File: config.mk
export PLATFORM = sky130hd
export DESIGN_NAME = wb_arbiter
export DESIGN_NICKNAME = d
export VERILOG_FILES = /design/src/rtl/wb_arbiter.sv
export SDC_FILE = /design/constraint.sdc
export NUM_CORES = 1
export LEC_CHECK = 0
export CAP_MARGIN = 20
export CELL_PAD_IN_SITES_DETAIL_PLACEMENT = 0
export CELL_PAD_IN_SITES_GLOBAL_PLACEMENT = 1
export CORE_MARGIN = 5
export CORE_UTILIZATION = 13
export DETAILED_ROUTE_END_ITERATION = 12
export GPL_ROUTABILITY_DRIVEN = 0
export PLACE_DENSITY = 0.9
export SETUP_SLACK_MARGIN = 0.1
export SLEW_MARGIN = 20
export SYNTH_ARGS = -nofsm -noshare
export SYNTH_HDL_FRONTEND = slang
export SYNTH_SLANG_ARGS = --single-unit
File: constraint.sdc
create_clock -name i_clk -period 1.9 [get_ports i_clk]
set_clock_uncertainty 0.1 [all_clocks]
set_input_delay 0.38 -clock i_clk [delete_from_list [all_inputs] [get_ports i_clk]]
set_output_delay 0.38 -clock i_clk [all_outputs]
set_load 0.02 [all_outputs]
File: src/rtl/wb_arbiter.sv
// Two-master, one-slave Wishbone arbiter. The fetch and load/store masters share
// one memory port: round-robin grants are held for the whole CYC, and a watchdog ends unacknowledged cycles.
module wb_arbiter #(
  parameter int TIMEOUT = 255
) (
  input  logic        i_clk,
  input  logic        i_rst,
  input  logic        i_inst_cyc,
  input  logic        i_inst_stb,
  input  logic        i_inst_we,
  input  logic [31:0] i_inst_adr,
  input  logic [31:0] i_inst_dat,
  output logic [31:0] o_inst_dat,
  output logic        o_inst_ack,
  input  logic        i_data_cyc,
  input  logic        i_data_stb,
  input  logic        i_data_we,
  input  logic [31:0] i_data_adr,
  input  logic [31:0] i_data_dat,
  output logic [31:0] o_data_dat,
  output logic        o_data_ack,
  output logic        o_mem_cyc,
  output logic        o_mem_stb,
  output logic        o_mem_we,
  output logic [31:0] o_mem_adr,
  output logic [31:0] o_mem_dat,
  input  logic [31:0] i_mem_dat,
  input  logic        i_mem_ack,
  output logic [1:0]  o_grant,
  output logic        o_bus_timeout,
  output logic [1:0]  o_state
);
  // Handshake: a master requests with CYC&STB high; a beat completes in the
  // cycle ACK is high, and the owner keeps the bus until it drops CYC.
  localparam int CW = (TIMEOUT < 1) ? 1 : $clog2(TIMEOUT + 1);
  localparam logic [CW-1:0] TO_VAL = CW'(TIMEOUT);

  typedef enum logic [1:0] {
    IDLE  = 2'd0,
    GNT_I = 2'd1,
    GNT_D = 2'd2
  } state_t;

  state_t        r_state;
  state_t        w_state_nxt;
  logic          r_last;
  logic          w_last_nxt;
  logic [CW-1:0] r_wdog;
  logic          r_timeout;

  logic          w_inst_req;
  logic          w_data_req;
  logic          w_granted;
  logic          w_own_cyc;
  logic          w_own_stb;
  logic          w_own_we;
  logic [31:0]   w_own_adr;
  logic [31:0]   w_own_dat;
  logic          w_expire;

  assign w_inst_req = i_inst_cyc & i_inst_stb;
  assign w_data_req = i_data_cyc & i_data_stb;
  assign w_granted  = (r_state == GNT_I) || (r_state == GNT_D);

  always_comb begin
    w_own_cyc = 1'b0;
    w_own_stb = 1'b0;
    w_own_we  = 1'b0;
    w_own_adr = 32'h0;
    w_own_dat = 32'h0;
    case (r_state)
      GNT_I: begin
        w_own_cyc = i_inst_cyc;
        w_own_stb = i_inst_stb;
        w_own_we  = i_inst_we;
        w_own_adr = i_inst_adr;
        w_own_dat = i_inst_dat;
      end
      GNT_D: begin
        w_own_cyc = i_data_cyc;
        w_own_stb = i_data_stb;
        w_own_we  = i_data_we;
        w_own_adr = i_data_adr;
        w_own_dat = i_data_dat;
      end
      default: ;
    endcase
  end

  // A slave ACK in the terminal cycle wins over the watchdog.
  assign w_expire = w_granted & w_own_cyc & w_own_stb & ~i_mem_ack & (r_wdog == TO_VAL);

  always_comb begin
    w_state_nxt = r_state;
    w_last_nxt  = r_last;
    case (r_state)
      IDLE: begin
        if (w_inst_req && w_data_req) begin
          // r_last: 0 = inst owned last, 1 = data owned last
          if (r_last) begin
            w_state_nxt = GNT_I;
            w_last_nxt  = 1'b0;
          end else begin
            w_state_nxt = GNT_D;
            w_last_nxt  = 1'b1;
          end
        end else if (w_inst_req) begin
          w_state_nxt = GNT_I;
          w_last_nxt  = 1'b0;
        end else if (w_data_req) begin
          w_state_nxt = GNT_D;
          w_last_nxt  = 1'b1;
        end
      end
      GNT_I, GNT_D: begin
        if (!w_own_cyc || w_expire) w_state_nxt = IDLE;
      end
      default: w_state_nxt = IDLE;
    endcase
  end

  always_ff @(posedge i_clk) begin
    if (!i_rst) begin
      r_state   <= IDLE;
      r_last    <= 1'b0;
      r_wdog    <= '0;
      r_timeout <= 1'b0;
    end else begin
      r_state <= w_state_nxt;
      r_last  <= w_last_nxt;
      if (!w_granted || i_mem_ack) begin
        r_wdog <= '0;
      end else if (w_own_stb && (r_wdog != TO_VAL)) begin
        r_wdog <= r_wdog + CW'(1);
      end
      if (w_expire) r_timeout <= 1'b1;
    end
  end

  assign o_mem_cyc = w_own_cyc & ~w_expire;
  assign o_mem_stb = w_own_stb & ~w_expire;
  assign o_mem_we  = w_own_we;
  assign o_mem_adr = w_own_adr;
  assign o_mem_dat = w_own_dat;

  assign o_inst_ack = (r_state == GNT_I) & (i_mem_ack | w_expire);
  assign o_inst_dat = ((r_state == GNT_I) && !w_expire) ? i_mem_dat : 32'h0;
  assign o_data_ack = (r_state == GNT_D) & (i_mem_ack | w_expire);
  assign o_data_dat = ((r_state == GNT_D) && !w_expire) ? i_mem_dat : 32'h0;

  assign o_grant       = {r_state == GNT_D, r_state == GNT_I};
  assign o_bus_timeout = r_timeout;
  assign o_state       = r_state;
endmodule

==> run metrics <==
num ports 307; syn avg cell area 6.98 sq um; Antenna Violating Nets Remaining 0; Routed WL 16.9 mm; Synth cell types 36; Clk Latency, worst-skew pair 0.24 ns; Layout area overhead 248%; mapped cell area 0.00214 sq mm; PD cells 331 mW/mm^2; Hold Vio Cnt, Final 0; Max Cap Viol 0; Vias/cell 4.30; die height 138 um; max frequency 398 MHz; Main synth FF type dfxtp_1; critical path class register to primary output; Worst Hold Class register to register; Fillers 1532; WP data required 1.42 ns; PortBufs 306; Top cell by count, worst path buf_6; CTS Root Cell clkbuf_16; clock transition at the registers of the reported paths 0.05 ns; Final period util 132%; Worst setup EP type primary output; DR iter-0 viols 142; finished layout cell area 0.00745 sq mm; Synth Warn # 0; Die Width 138 um; initial antenna violation count 1; vias in the first global route 3853; CP startpoint o_state[1]; slew at the pin closest to its max-slew limit 0.432 ns; ANT cells 0; CP peak stage delay 0.37 ns; R2R Path End r_wdog[7]; number of synthesized flops with an enable pin 0; Post-synth top cells a22oi_1, and2_1, nor2b_1, clkbuf_1, dfxtp_1; CTS tree yes; Cells after Synth 306; share of cells above drive strength 1 65.9%; slowest cell on the critical path dfxtp_4; drt drc 0; DIE AREA 0.0191 sq mm; deepest clock path buffer count 2; slew margin rel. 71.1%; VDD IR max 0.231 mV; Rows 46; Buf+Inv Stages, Crit Path 5; GRT Resource Usage Total 14.9%; via count 3896; Worst Setup EP o_data_dat[13]; status finished, violations left; crit-path cells inv_4 > ha_4 > a22oi_2 > nor4b_4 > buf_4 > buf_6 > a21boi_4 > clkbuf_16 > and2_4 > buf_6; hold buffers post-CTS 0; Worst Path Arrival 2.03 ns; Layout Nets 863; Syn Nets 479; fin crit period 2.51 ns; GRT overflow 0; post-synthesis sequential element count 12; violated checks negative setup slack; final setup margin -0.610 ns; Area after DPL 0.00607 sq mm; Seq/Total Area, Yosys 11.2%; clock buffer count from CTS 3; delay-heaviest family, CP buffers and inverters; htree depth 1; Pleak 0.00298 uW; reg-to-reg startpoint o_state[0]; # clock sinks 12; Hold Path Stages 1; asr flop ratio synth 0%; first-pass GRT wire length 23.0 mm; Critical Path Fanout Max 8; starting density of the core 13.4%; worst reg2reg setup slack -0.38 ns; Slew Viols, Final 0; core footprint 0.0160 sq mm; drt first pass iters 4; final core occ 46.5%; Synth area leader a22oi_1; Synth area leaders a22oi_1, and2_1, nor2b_1; crit start category register; RSZ-0062 raised after global routing yes; DPL Wire Length 11.1 mm; Final setup viols 144; post-synth top area share 23.5%; largest net degree at the start of global routing 33; Worst path depth 10; Avg WL per Cell 18.6 um; Worst Reg-to-Reg Cells 12
worst min path at each step:
stage,startpoint,endpoint,slack [ns]
after floorplan,r_wdog[4],r_wdog[4],0.38
after global placement,o_bus_timeout,o_bus_timeout,0.35
after detailed placement,o_bus_timeout,o_bus_timeout,0.35
after CTS,o_bus_timeout,o_bus_timeout,0.36
after global routing,o_bus_timeout,o_bus_timeout,0.39
final,o_bus_timeout,o_bus_timeout,0.36
layer usage:
metal	track usage, %	share of wire [%]
met5	0	0.077
met4	1.51	0.69
met3	3.59	6.9
met2	29.4	54
met1	16.6	38
cell usage in the layout (no fill, tap or decap), drive strengths merged, types with 2 or more instances in the layout:
master	n
clkbuf	11
a21oi	2
and3	2
nor4b	2
nand4	2
buf	229
clkdlybuf4s50	166
a22oi	67
a31oi	2
nor2b	66
ha	4
a32o	2
dlygate4sd2	4
mux2i	3
nand2	7
xor2	3
o21ai	2
a21boi	3
o2111ai	2
o21a	3
inv	3
nor2	10
dfxtp	12
nand3	3
and2	67
state kept, by name, summed over array words and instances (netlist names):
register,count
o_bus_timeout,1
o_state,2
r_last,1
r_wdog,8
final cells by class:
class	instances	area, sq um	share of cell area (%)
Inverter	3	16.3	0.218
Clock inverter	1	3.75	0.0504
Tap cell	216	270	3.63
Sequential cell	12	250	3.36
Multi-Input combinational cell	262	2720	36.5
Clock buffer	3	75.1	1.01
Timing Repair Buffer	408	4120	55.3
power by group:
part / leakage, uW / total (uW) / switching (uW) / internal, uW
Combinational: 0.00284 / 1810 / 712 / 1090
Clock: 0.0000385 / 393 / 115 / 278
Sequential: 0.0000995 / 264 / 7.13 / 257
cells by family after synthesis:
family	count (synthesis)	share of synthesized area, %
simple gates	165	47.8
flops	12	11.2
fa+ha+maj	4	2.34
buf+inv	33	5.91
mux	3	1.41
compound gates	86	30.1
xor+xnor	3	1.23
what timing repair did:
action | in CTS | in global routing
pin swaps | 17 | 33
endpoints found under the setup margin | 148 | 145
gates cloned | 8 | 5
resized for setup | 673 | 194
buffers inserted | 31 | 33
stage by stage:
stage	TNS [ns]	power, uW	hold slack [ns]	cells	setup WS, ns
2_1_floorplan	-17.21	867	0.380	306	-0.213
3_3_place_gp	-117.66	1530	0.354	836	-1.29
3_5_place_dp	-121.97	1530	0.354	836	-1.42
4_1_cts	-66.69	2270	0.362	878	-0.667
5_1_grt	-69.99	2580	0.386	905	-0.709
6_report	-59.32	2460	0.360	905	-0.610
No activity file was read; power rests on OpenSTA's default activity.
